[src/rtl/cell_fill_sequencer_if.sv]
// Request and line-drawer signals of the cell fill sequencer.
// The sequencer uses the slave side; its driver (request source plus line drawer) uses master.
interface cell_fill_sequencer_if;
    logic        req_valid;
    logic        req_ready;
    logic [3:0]  req_col;
    logic [4:0]  req_row;
    logic [2:0]  req_color;
    logic        ld_start;
    logic [10:0] ld_x0;
    logic [10:0] ld_y0;
    logic [10:0] ld_x1;
    logic [10:0] ld_y1;
    logic        ld_drawn;
    logic        line_active;
    logic [2:0]  pix_color;
    logic        cell_done;
    logic        req_err;

    modport master (
        output req_valid, req_col, req_row, req_color, ld_drawn,
        input  req_ready, ld_start, ld_x0, ld_y0, ld_x1, ld_y1,
        input  line_active, pix_color, cell_done, req_err
    );

    modport slave (
        input  req_valid, req_col, req_row, req_color, ld_drawn,
        output req_ready, ld_start, ld_x0, ld_y0, ld_x1, ld_y1,
        output line_active, pix_color, cell_done, req_err
    );
endinterface

[src/rtl/cell_fill_sequencer.sv]
// Breaks one grid-cell paint request into CELL_SIZE horizontal lines and feeds
// them to the line drawer one at a time, waiting for each drawn pulse.
module cell_fill_sequencer #(
    parameter int CELL_SIZE = 20,
    parameter int ORIGIN_X  = 220,
    parameter int ORIGIN_Y  = 0,
    parameter int COLS      = 10,
    parameter int ROWS      = 24,
    parameter int TIMEOUT   = 2048
) (
    input  logic                 clk,
    input  logic                 reset,
    cell_fill_sequencer_if.slave bus
);
    localparam int LW = $clog2(CELL_SIZE);
    localparam int CW = $clog2(TIMEOUT);
    localparam logic [10:0] OX = 11'(ORIGIN_X);
    localparam logic [10:0] OY = 11'(ORIGIN_Y);
    localparam logic [10:0] CS = 11'(CELL_SIZE);

    typedef enum logic [2:0] {IDLE, LOAD, START, WAIT, NEXT, DONE} state_e;

    state_e        state_q, state_d;
    logic [3:0]    col_q, col_d;
    logic [4:0]    row_q, row_d;
    logic [2:0]    color_q, color_d;
    logic [LW-1:0] idx_q, idx_d;
    logic [CW-1:0] cnt_q, cnt_d;
    logic [10:0]   x0_q, x0_d, x1_q, x1_d, y_q, y_d;
    logic [2:0]    pix_q, pix_d;
    logic          ready_q, ready_d, start_q, start_d, active_q, active_d;
    logic          done_q, done_d, err_q, err_d;
    logic [10:0]   bx, by;
    logic [CW-1:0] cnt_inc;

    assign bx      = OX + 11'(col_q) * CS;
    assign by      = OY + 11'(row_q) * CS;
    assign cnt_inc = cnt_q + 1'b1;

    always_comb begin
        state_d = state_q;
        col_d   = col_q;
        row_d   = row_q;
        color_d = color_q;
        idx_d   = idx_q;
        cnt_d   = cnt_q;
        x0_d    = x0_q;
        x1_d    = x1_q;
        y_d     = y_q;
        pix_d   = pix_q;
        err_d   = 1'b0;
        case (state_q)
            IDLE: if (bus.req_valid) begin
                col_d   = bus.req_col;
                row_d   = bus.req_row;
                color_d = bus.req_color;
                // Legality is judged at the transfer so the error pulse lands in LOAD.
                err_d   = (int'(bus.req_col) >= COLS) || (int'(bus.req_row) >= ROWS);
                state_d = LOAD;
            end
            LOAD: if (err_q) begin
                state_d = IDLE;
            end else begin
                x0_d    = bx;
                x1_d    = bx + CS - 11'd1;
                y_d     = by;
                pix_d   = color_q;
                idx_d   = '0;
                state_d = START;
            end
            START: state_d = WAIT;
            WAIT: if (bus.ld_drawn) begin
                cnt_d   = '0;
                state_d = NEXT;
            end else if (cnt_inc == CW'(TIMEOUT - 1)) begin
                cnt_d   = '0;
                err_d   = 1'b1;
                state_d = IDLE;
            end else begin
                cnt_d = cnt_inc;
            end
            NEXT: if (idx_q == LW'(CELL_SIZE - 1)) begin
                state_d = DONE;
            end else begin
                idx_d   = idx_q + 1'b1;
                y_d     = y_q + 11'd1;
                state_d = START;
            end
            DONE:    state_d = IDLE;
            default: state_d = IDLE;
        endcase
        // Status outputs are registered decodes of the next state.
        ready_d  = (state_d == IDLE);
        start_d  = (state_d == START);
        active_d = (state_d == WAIT);
        done_d   = (state_d == DONE);
    end

    always_ff @(posedge clk or negedge reset) begin
        if (!reset) begin
            state_q  <= IDLE;
            col_q    <= '0;
            row_q    <= '0;
            color_q  <= '0;
            idx_q    <= '0;
            cnt_q    <= '0;
            x0_q     <= '0;
            x1_q     <= '0;
            y_q      <= '0;
            pix_q    <= '0;
            ready_q  <= 1'b1;
            start_q  <= 1'b0;
            active_q <= 1'b0;
            done_q   <= 1'b0;
            err_q    <= 1'b0;
        end else begin
            state_q  <= state_d;
            col_q    <= col_d;
            row_q    <= row_d;
            color_q  <= color_d;
            idx_q    <= idx_d;
            cnt_q    <= cnt_d;
            x0_q     <= x0_d;
            x1_q     <= x1_d;
            y_q      <= y_d;
            pix_q    <= pix_d;
            ready_q  <= ready_d;
            start_q  <= start_d;
            active_q <= active_d;
            done_q   <= done_d;
            err_q    <= err_d;
        end
    end

    assign bus.req_ready   = ready_q;
    assign bus.ld_start    = start_q;
    assign bus.ld_x0       = x0_q;
    assign bus.ld_x1       = x1_q;
    assign bus.ld_y0       = y_q;
    assign bus.ld_y1       = y_q;
    assign bus.line_active = active_q;
    assign bus.pix_color   = pix_q;
    assign bus.cell_done   = done_q;
    assign bus.req_err     = err_q;
endmodule

[src/flat_wrapper.sv]
// flat-port wrapper written by rule: the top's interface ports become plain ports
module cell_fill_sequencer_flat 
#(
    parameter int CELL_SIZE = 20,
    parameter int ORIGIN_X  = 220,
    parameter int ORIGIN_Y  = 0,
    parameter int COLS      = 10,
    parameter int ROWS      = 24,
    parameter int TIMEOUT   = 2048
)
  (clk, reset, bus_req_valid, bus_req_col, bus_req_row, bus_req_color, bus_ld_drawn, bus_req_ready, bus_ld_start, bus_ld_x0, bus_ld_y0, bus_ld_x1, bus_ld_y1, bus_line_active, bus_pix_color, bus_cell_done, bus_req_err);
  cell_fill_sequencer_if bus_i ();
  input  logic clk;
  input  logic reset;
  input wire logic [$bits(bus_i.req_valid)-1:0] bus_req_valid;
  input wire logic [$bits(bus_i.req_col)-1:0] bus_req_col;
  input wire logic [$bits(bus_i.req_row)-1:0] bus_req_row;
  input wire logic [$bits(bus_i.req_color)-1:0] bus_req_color;
  input wire logic [$bits(bus_i.ld_drawn)-1:0] bus_ld_drawn;
  output wire logic [$bits(bus_i.req_ready)-1:0] bus_req_ready;
  output wire logic [$bits(bus_i.ld_start)-1:0] bus_ld_start;
  output wire logic [$bits(bus_i.ld_x0)-1:0] bus_ld_x0;
  output wire logic [$bits(bus_i.ld_y0)-1:0] bus_ld_y0;
  output wire logic [$bits(bus_i.ld_x1)-1:0] bus_ld_x1;
  output wire logic [$bits(bus_i.ld_y1)-1:0] bus_ld_y1;
  output wire logic [$bits(bus_i.line_active)-1:0] bus_line_active;
  output wire logic [$bits(bus_i.pix_color)-1:0] bus_pix_color;
  output wire logic [$bits(bus_i.cell_done)-1:0] bus_cell_done;
  output wire logic [$bits(bus_i.req_err)-1:0] bus_req_err;
  assign bus_i.req_valid = bus_req_valid;
  assign bus_i.req_col = bus_req_col;
  assign bus_i.req_row = bus_req_row;
  assign bus_i.req_color = bus_req_color;
  assign bus_i.ld_drawn = bus_ld_drawn;
  assign bus_req_ready = bus_i.req_ready;
  assign bus_ld_start = bus_i.ld_start;
  assign bus_ld_x0 = bus_i.ld_x0;
  assign bus_ld_y0 = bus_i.ld_y0;
  assign bus_ld_x1 = bus_i.ld_x1;
  assign bus_ld_y1 = bus_i.ld_y1;
  assign bus_line_active = bus_i.line_active;
  assign bus_pix_color = bus_i.pix_color;
  assign bus_cell_done = bus_i.cell_done;
  assign bus_req_err = bus_i.req_err;
  cell_fill_sequencer #(.CELL_SIZE(CELL_SIZE), .ORIGIN_X(ORIGIN_X), .ORIGIN_Y(ORIGIN_Y), .COLS(COLS), .ROWS(ROWS), .TIMEOUT(TIMEOUT)) u_core (.clk(clk), .reset(reset), .bus(bus_i));
endmodule
[config.mk]
export PLATFORM = sky130hd
export DESIGN_NAME = cell_fill_sequencer_flat
export DESIGN_NICKNAME = d
export VERILOG_FILES = /design/src/rtl/cell_fill_sequencer_if.sv /design/src/rtl/cell_fill_sequencer.sv /design/src/flat_wrapper.sv
export SDC_FILE = /design/constraint.sdc
export NUM_CORES = 1
export LEC_CHECK = 0
export CORE_ASPECT_RATIO = 0.6
export CORE_UTILIZATION = 50
export CTS_CLUSTER_SIZE = 8
export DETAILED_ROUTE_END_ITERATION = 16
export PLACE_DENSITY_LB_ADDON = 0.05
export SLEW_MARGIN = 10
export SYNTH_ARGS = -nofsm -noshare
export SYNTH_HDL_FRONTEND = slang
export SYNTH_SLANG_ARGS = --single-unit
[constraint.sdc]
create_clock -name clk -period 7.3 [get_ports clk]
set_input_delay 1.46 -clock clk [delete_from_list [all_inputs] [get_ports clk]]
set_output_delay 1.46 -clock clk [all_outputs]
set_load 0.1 [all_outputs]
==> flow_metrics.tcl, run 1 <==
set metrics [dict create \
    synth-seq-cells 66 \
    area_growth_pct 25.28 \
    start_util_pct 52.12 \
    wire_per_inst_um 15.25 \
    slew_violations 0 \
    criticalPathCategory "flip-flop to output pin" \
    io_buffers 64 \
    die_h_um 66.76 \
    arrival_ns 2.00 \
    grt_pass1_vias 2477 \
    clk_pin_slew_ns 0.05 \
    row_count 23 \
    yosys_most_used_dff "dfrtp_1" \
    r2r_start "u_core.col_q[3]$_DFFE_PN0P_" \
    cts_tree "yes" \
    diodes 0 \
    min_from "u_core.color_q[0]$_DFFE_PN0P_" \
    synth_top_area_share_pct 46.54 \
    r2r_cells 9 \
    rrSetupSlack_ns 4.51 \
    tightest_slew_ns 0.9939 \
    worstPathCellList "clkdlybuf4s50_1" \
    yosysMostFrequentCell "dfrtp_1" \
    fin_skew_ns 0.005967 \
    final_core_util_pct 65.29 \
    post-route-min-period_ns 3.455 \
    hold_end "u_core.bus.pix_color[0]$_DFFE_PN0P_" \
    ys_async_sr_fraction_pct 100.0 \
    cts_setup_buffers 0 \
    cpMaxStageDelayCell "clkdlybuf4s50_1" \
    hold_class "flip-flop to flip-flop" \
    cp.buffers_inverters 1 \
    final_layout_size_suffix_gt1_share_pct 7.601 \
    crit_required_ns 5.84 \
    synth_common_cells "dfrtp_1 (65), nand2_1 (55), o21ai_0 (41)" \
    setup_viol 0 \
    num-fill-cells 554 \
    hold_slack_ns 0.4673 \
    critPathLaunchType "flip-flop" \
    syn_avg_cell_area_um2 9.522 \
    post-route-period-util_pct 47.33 \
    yosysTopAreaCell "dfrtp_1" \
    multiInputGateArea_um2 1599 \
    cts_resized 0 \
    clock_latency_ns 0.33 \
    layout.nets 450 \
    synth_top_cells_by_area "dfrtp_1 (47%), nand2_1 (5.9%), o21ai_0 (5.9%)" \
    drt_wl_total_um 7748 \
    ff_latch_area_um2 1653 \
    grt_start_max_net_pins 67 \
    pin_count 68 \
    gp_congestion 0.8347 \
    dr.pass1.iters 4 \
    drtIter0Drc 187 \
    drc 0 \
    slew_headroom_pct 33.53 \
    crit_fanout 8 \
    via_per_inst 5.364 \
    ctsHoldBuffers 0 \
    hpwl_um 5441 \
    cpLargestDelayFamily "buffers and inverters" \
    overflow 0 \
    clock_sink_count 66 \
    outcome "finished, final reports clean" \
    cts_max_level 3 \
    via_count 2725 \
    die_width_um 109.9 \
    core_um2 6705 \
    r2r_end "u_core.bus.ld_x1[8]$_DFFE_PN0P_" \
    hold_violations 0 \
    rsz0062_at_grt "false" \
    dieArea_um2 7338 \
    grt_first_pass_wirelength_um 12790 \
    ant_nets 0 \
    setup_tns_ns 0 \
    grtUsageTotal_pct 23.74 \
    synth.distinct_cells 49 \
    crit_cells 1 \
    fmax_mhz 289.4 \
    maxCapViolCount 0 \
    antenna_found_initial 0 \
    ys_warn_count 0 \
    synth.cell_area_um2 3495 \
    clock-root-buffer "clkbuf_16" \
    clockBufferDepth 2 \
    holdPathStages 2 \
    slowest_delay_ns 1.19 \
    endpoint_kind "output pin" \
    ys_seq_area_share_pct 47.30 \
    cts_made_buffers 9 \
    syn_inst 367 \
    synth_edf_count 0 \
]
flip-flops by register name, indices dropped and copies added (netlist names), 4 cells and up:
register / flops
u_core.idx_q: 5
u_core.row_q: 5
u_core.cnt_q: 11
u_core.col_q: 4
u_core.bus.ld_y0: 11
u_core.bus.ld_x1: 10
u_core.bus.ld_x0: 6
how the worst max path moves through the flow:
stage,start,end,slack [ns]
after floorplan,u_core.bus.ld_y0[6]$_DFFE_PN0P_,bus_ld_y1[6],4.42
after global placement,u_core.bus.req_ready$_DFF_PN1_,bus_req_ready,4.23
after detailed placement,u_core.bus.ld_y0[6]$_DFFE_PN0P_,bus_ld_y1[6],4.21
after CTS,u_core.bus.ld_y0[6]$_DFFE_PN0P_,bus_ld_y1[6],3.85
after global routing,u_core.bus.ld_y0[6]$_DFFE_PN0P_,bus_ld_y0[6],3.81
final,u_core.bus.ld_y0[6]$_DFFE_PN0P_,bus_ld_y1[6],3.84
layer usage:
metal / up-vias / wire, µm / global-route usage [%] / share of wire (%)
li1: 1342 / - / - / -
met1: 1302 / 3975 / 35.55 / 51
met2: 77 / 3155 / 31.33 / 41
met3: 4 / 566 / 7.828 / 7.3
met4: 0 / 51 / 8.000 / 0.66
met5: - / 0 / 0 / 0
area by class of cell:
| cell class | count | share of cell area (%) |
|---|---|---|
| Timing Repair Buffer | 67 | 15.03 |
| Clock inverter | 2 | 0.8002 |
| Sequential cell | 66 | 37.75 |
| Clock buffer | 14 | 6.030 |
| Tap cell | 87 | 2.486 |
| Inverter | 16 | 1.372 |
| Multi-Input combinational cell | 256 | 36.52 |
kinds of logic after synthesis:
group,share of synthesized area [%]
AO/OA/AOI/OAI,14.89
XOR/XNOR,4.511
adder cells (fa/ha/maj),6.874
buffers and inverters,7.161
flip-flops,47.30
multiplexers,3.187
other,0.1073
AND/OR/NAND/NOR,15.97
placed cells by master, fill, tap and decap left out, drive strengths merged, types with 8 or more instances in the layout:
cell	instances
o21ai	41
nand3	10
a21oi	14
dfrtp	65
nor3	8
nor2	25
clkdlybuf4s50	63
xnor2	10
inv	16
nand2	55
clkbuf	14
ha	16
xor2	8
mux2	9
metrics by stage:
stage / instance area [µm²] / setup WS, ns / std cells
after CTS: 4378 / 3.850 / 508
final: 4378 / 3.845 / 508
after floorplan: 3502 / 4.420 / 369
after detailed placement: 4079 / 4.213 / 492
after global routing: 4378 / 3.807 / 508
after global placement: 4079 / 4.226 / 492
Power of run 1 is not shown: default switching activity piles up to over one toggle a cycle in this logic, so the estimate is an artifact.
==> run 2: changes to the inputs <==
--- a/config.mk
+++ b/config.mk
@@ -6,7 +6,7 @@
 export NUM_CORES = 1
 export LEC_CHECK = 0
 export CORE_ASPECT_RATIO = 0.6
-export CORE_UTILIZATION = 50
+export CORE_UTILIZATION = 47
 export CTS_CLUSTER_SIZE = 8
 export DETAILED_ROUTE_END_ITERATION = 16
 export PLACE_DENSITY_LB_ADDON = 0.05
==> constraint.sdc (replaced) <==
create_clock -name clk -period 2.9 [get_ports clk]
set_input_delay 0.58 -clock clk [delete_from_list [all_inputs] [get_ports clk]]
set_output_delay 0.58 -clock clk [all_outputs]
set_load 0.1 [all_outputs]
==> run 2 against run 1 <==
  * Die area up 6.2%
  * Critical path type is now flip-flop to flip-flop
  * Routed wire length is 2.6% higher
  * Flip-flop and latch count did not move
  * Setup slack worse by 3.6 ns
  * Largest cell class unchanged
  * Cell count increased by 3.5%
  * First-iteration DRC count stayed put
  * Critical path depth is 8 higher
  * Final area is 0.37% lower
  * Clock skew is essentially flat
==> flow_metrics.tcl, run 2 (synthesized netlist as in run 1, its figures left out) <==
set metrics [dict create \
    slew_violations 0 \
    tightest_slew_ns 0.8679 \
    start_util_pct 50.39 \
    cts_resized 0 \
    critPathLaunchType "flip-flop" \
    final_cell_mix "dfrtp_1 (65), buf_4 (57), nand2_1 (55), o21ai_0 (41), nor2_1 (25)" \
    pin_count 68 \
    row_count 23 \
    wl_met3_um 453 \
    placed_cell_area_um2 4019 \
    overflow 0 \
    setup_tns_ns 0 \
    cts_setup_buffers 0 \
    area_growth_pct 24.81 \
    drtIter0Drc 187 \
    via_per_inst 5.160 \
    ant_nets 0 \
    clockBufferDepth 2 \
    arrival_ns 2.85 \
    die_h_um 68.79 \
    ctsHoldBuffers 0 \
    drt_wl_total_um 7950 \
    final_core_util_pct 62.89 \
    wl_met1_um 4139 \
    criticalPathCategory "flip-flop to flip-flop" \
    wl_met2_um 3315 \
    pre_cts_slack_ns 0.2113 \
    crit_required_ns 3.08 \
    grtUsageTotal_pct 22.74 \
    clock_latency_ns 0.33 \
    wire_per_inst_um 15.11 \
    clk_pin_slew_ns 0.06 \
    hold_violations 0 \
    setup_viol 0 \
    post-route-period-util_pct 92.17 \
    hpwl_um 5652 \
    dieArea_um2 7795 \
    slew_headroom_pct 42.00 \
    rsz0062_at_grt "false" \
    outcome "finished, final reports clean" \
    fmax_mhz 374.1 \
    fin_skew_ns 0.005842 \
    clock_sink_count 66 \
    io_buffers 64 \
    final_layout_size_suffix_gt1_share_pct 20.89 \
    num-fill-cells 592 \
    grt_pass1_vias 2572 \
    clock-root-buffer "clkbuf_16" \
    gp_congestion 0.8299 \
    core_um2 6935 \
    die_width_um 113.3 \
    cts_tree "yes" \
    cts_made_buffers 9 \
    r2r_cells 9 \
    post-route-min-period_ns 2.673 \
    top_layer "met4" \
    cts_max_level 3 \
    endpoint_kind "flip-flop" \
    antenna_found_initial 0 \
    grt_start_max_net_pins 67 \
    via_count 2714 \
    layout.nets 455 \
    stdcell_area_um2 4362 \
    drc 0 \
    diodes 0 \
    hold_class "primary input to asynchronous set/reset pin" \
    maxCapViolCount 0 \
    fin_ws_ns 0.2269 \
    final_common_cell "dfrtp_1" \
    dr.pass1.iters 4 \
    crit_fanout 6 \
    grt_first_pass_wirelength_um 13010 \
]
==> run 2: cell types whose count changed in the layout (fill, tap and decap cells not counted), sizes merged <==
cell / before / now
clkdlybuf4s50: 63 / 14
clkinv: 1 / 4
buf: 4 / 58
clkbuf: 14 / 9
bufinv: 1 / 3
==> run 2: worst paths after layout <==
kind,startpoint,endpoint,slack (ns)
worst max-delay path,u_core.col_q[3]$_DFFE_PN0P_,u_core.bus.ld_x1[8]$_DFFE_PN0P_,0.23
worst min-delay path,reset,u_core.cnt_q[8]$_DFFE_PN0P_,0.43
worst max register to register,u_core.col_q[3]$_DFFE_PN0P_,u_core.bus.ld_x1[8]$_DFFE_PN0P_,0.23
worst min register to register,u_core.color_q[1]$_DFFE_PN0P_,u_core.bus.pix_color[1]$_DFFE_PN0P_,0.47
max in group asynchronous,reset,u_core.row_q[1]$_DFFE_PN0P_,1.91
min in group clk,u_core.color_q[1]$_DFFE_PN0P_,u_core.bus.pix_color[1]$_DFFE_PN0P_,0.47
==> run 2: final cells by class <==
type                            count  area [µm²]  area share [%]
Inverter                           16       60.06           1.377
Sequential cell                    66        1653           37.89
Multi-Input combinational cell    256        1608           36.86
Clock buffer                        9       225.2           5.164
Clock inverter                      7       117.6           2.697
Timing Repair Buffer               72       573.1           13.14
Tap cell                          100       125.1           2.869
==> run 2: per-stage QoR <==
stage	hold WS, ns	cells
global route	0.4818	526
CTS	0.4635	526
finish	0.4279	526
global placement	0.4479	510
detailed placement	0.4652	510
floorplan	0.2844	369
==> run 2: worst max-delay path: stages, from the launching register on <==
cell and delay (ns):
dfrtp_1 0.44, ha_1 0.31, ha_1 0.17, inv_1 0.07
fa_1 0.58, o21ai_0 0.15, xnor2_1 0.41, nand3_1 0.16
xnor2_1 0.15, o21ai_0 0.08
==> run 2: metal layers <==
layer | global-route usage, % | vias up
met5 | 0 | -
met4 | 5.921 | 0
met3 | 7.955 | 6
met2 | 32.75 | 77
met1 | 32.46 | 1287
li1 | - | 1344
Power of run 2 is left out for the same reason.
==> run 3: changes to the inputs <==
--- a/config.mk
+++ b/config.mk
@@ -5,6 +5,7 @@
 export SDC_FILE = /design/constraint.sdc
 export NUM_CORES = 1
 export LEC_CHECK = 0
+export CAP_MARGIN = 10
 export CORE_ASPECT_RATIO = 0.6
 export CORE_UTILIZATION = 47
 export CTS_CLUSTER_SIZE = 8
==> results of run 3 <==
Final layout, timing and power as in run 2 (identical DEF).
Power of run 3 is left out for the same reason.
==> patch: new RTL, settings of run 2 <==
Re-encode `state_e` (6 states) as Gray code, 3 bits wide.
--- a/src/rtl/cell_fill_sequencer.sv
+++ b/src/rtl/cell_fill_sequencer.sv
@@ -18,7 +18,7 @@
     localparam logic [10:0] OY = 11'(ORIGIN_Y);
     localparam logic [10:0] CS = 11'(CELL_SIZE);
 
-    typedef enum logic [2:0] {IDLE, LOAD, START, WAIT, NEXT, DONE} state_e;
+    typedef enum logic [2:0] {IDLE = 3'b000, LOAD = 3'b001, START = 3'b011, WAIT = 3'b010, NEXT = 3'b110, DONE = 3'b111} state_e;
 
     state_e        state_q, state_d;
     logic [3:0]    col_q, col_d;
Check against the original RTL: same outputs for any inputs over 10 cycles, from zero or initial values and one cycle with reset low; not proved beyond that.
==> patch against run 2 <==
Via count is 5.0% higher. Synthesized area up 1.2%. Worst hold slack lost 0.37 ns. Setup slack better by 0.21 ns. Final area fell by 1.5%. Synthesized cell count up 1.1%. Clock skew decreased by 0.0017 ns. Core utilization fell by 3.7 points. Critical path depth is the same. Sequential cell count is the same. Non-clock buffer count shrank 4. Wire length is 3.3% higher. Die area is 1.2% higher. Highest routed layer unchanged.
Power is not shown: default switching activity piles up to over one toggle a cycle in this logic, so the estimate is an artifact.
==> patch: results (changes against run 2) <==
The arrival time of data at the critical path endpoint is 2.64 ns (-0.21 ns). On the critical path, the stage with the largest delay is an instance of sky130_fd_sc_hd__fa_1. The fraction of layout cells with a size suffix above 1 is 18.87% (-2.0 points). The clock slew seen by the registers of the worst setup and hold paths is around 0.050 ns. Yosys attributes the largest share of cell area to sky130_fd_sc_hd__dfrtp_1, sky130_fd_sc_hd__nand2_1, sky130_fd_sc_hd__ha_1. The worst slew margin relative to its limit is 47.39% (+5.4 points). The iteration-0 DRC count of the detailed router was 161 (-14%). The final weighted congestion of routability-driven global placement was 0.9003 (+8.5%).

The setup fix buffers added after clock tree synthesis came to 0 (unchanged). The Yosys warning count came out at 0 (unchanged). After synthesis, the most frequently instantiated cells are sky130_fd_sc_hd__dfrtp_1, sky130_fd_sc_hd__nand2_1, sky130_fd_sc_hd__o21ai_0.

The global-route wire length before repair is 13.89 mm (+6.7%). The standard cell area after detailed placement was 4025 um2 (+0.16%). The number of vias per cell after detailed routing came out at 5.398 (+4.6%). The flow ran to the end, and the final reports show no timing, DRC or antenna violations. The worst hold-check path type is in2async. Among cell families on the critical path, the largest total delay comes from adder cells. The HPWL reported at the end of detailed placement is 5.909 mm (+4.5%).

The maximum buffer depth of the clock tree came to 2 (unchanged). The share of synthesized flip-flops with an asynchronous set or reset came out at 100.0% (unchanged). The layout filler cell count is 678 (+15%). The number of clock buffers inserted by TritonCTS was 9 (unchanged). The total global routing track utilization was 22.92% (+0.18 points).

The worst slack at placement came out at 0.4304 ns (+0.2192 ns). The post-detailed-routing wire length is 8.216 mm (+3.3%). The critical path's largest stage delay was 0.55 ns (-0.03 ns).

The maximum clock skew at final layout is 0.004150 ns (-0.001692 ns). The count of cell types in the netlist is 53 (+8.2%). The largest net degree at the start of global routing was 34 (-49%).

The number of search-and-repair iterations in the first detailed-routing pass is 4 (unchanged). The number of antenna cells inserted came to 0 (unchanged). The via count of the first global-routing pass is 2672 (+3.9%). The tree is rooted in a sky130_fd_sc_hd__clkbuf_16.

The H-tree depth came out at 3 (unchanged). The share of the yosys chip area belonging to registers is 46.74% (-0.55 points). The total number of nets in the final design came out at 454 (-0.22%). The count of instances resized after the clock tree is built came out at 0 (unchanged).
[patch: changes by cell type after synthesis, sizes merged, moves of 3 or more]
cell | run 2 | this run
xnor2 | 10 | 7
or3 | 1 | 5
nor2 | 25 | 20
nand4 | 2 | 9
a22o | 6 | 1
nand2 | 55 | 61
and3 | 1 | 4
a41oi | 0 | 3
clkbuf | 8 | 12
buf | 23 | 20
o21ai | 41 | 29
[patch: worst reg2reg max path, delay by kind of cell (launching register included)]
kind,cells,cell delay (ns)
AND/OR/NAND/NOR,1,0.14
XOR/XNOR,2,0.44
flip-flops,1,0.45
AO/OA/AOI/OAI,2,0.22
adder cells (fa/ha/maj),3,1.02
buffers and inverters,1,0.06
[patch: worst paths after layout]
kind	start	to	slack [ns]
worst max register to register	u_core.col_q[3]	u_core.bus.ld_x1[8]	0.43
min in group clk	u_core.color_q[1]	u_core.bus.pix_color[1]	0.47
worst max-delay path	u_core.col_q[3]	u_core.bus.ld_x1[8]	0.43
max in group asynchronous	reset	u_core.bus.req_ready	2.18
worst min-delay path	reset	u_core.bus.ld_x1[1]	0.06
worst min register to register	u_core.color_q[1]	u_core.bus.pix_color[1]	0.47
[patch: stage by stage]
| stage | instances | utilization [%] |
|---|---|---|
| 6_report | 528 | 59.14 |
| 5_1_grt | 528 | 59.14 |
| 4_1_cts | 528 | 59.14 |
| 3_5_place_dp | 513 | 55.39 |
| 3_3_place_gp | 513 | 55.39 |
| 2_1_floorplan | 373 | - |
[patch: cell type report]
class | instances | area, um2 | area share [%]
Clock inverter | 2 | 12.51 | 0.2911
Multi-Input combinational cell | 259 | 1639 | 38.14
Clock buffer | 13 | 260.3 | 6.055
Tap cell | 104 | 130.1 | 3.028
Timing Repair Buffer | 68 | 543.0 | 12.63
Sequential cell | 66 | 1653 | 38.46
Inverter | 16 | 60.06 | 1.397
[patch: layer usage]
| layer | routed length (um) | vias to the layer above | track usage [%] |
|---|---|---|---|
| li1 | - | 1382 | - |
| met1 | 4583 | 1354 | 37.57 |
| met2 | 3060 | 102 | 28.69 |
| met3 | 455 | 12 | 5.332 |
| met4 | 116 | 0 | 7.792 |
| met5 | 0 | - | 0 |
[patch: cell families after synthesis]
group	synth area share (%)
other	0.1061
and+or+nand+nor	19.21
AOI/OAI and AO/OA	12.63
muxes	3.433
adders and majority gates	6.794
buffers and inverters	7.112
xor gates and xnor gates	3.963
DFF	46.74
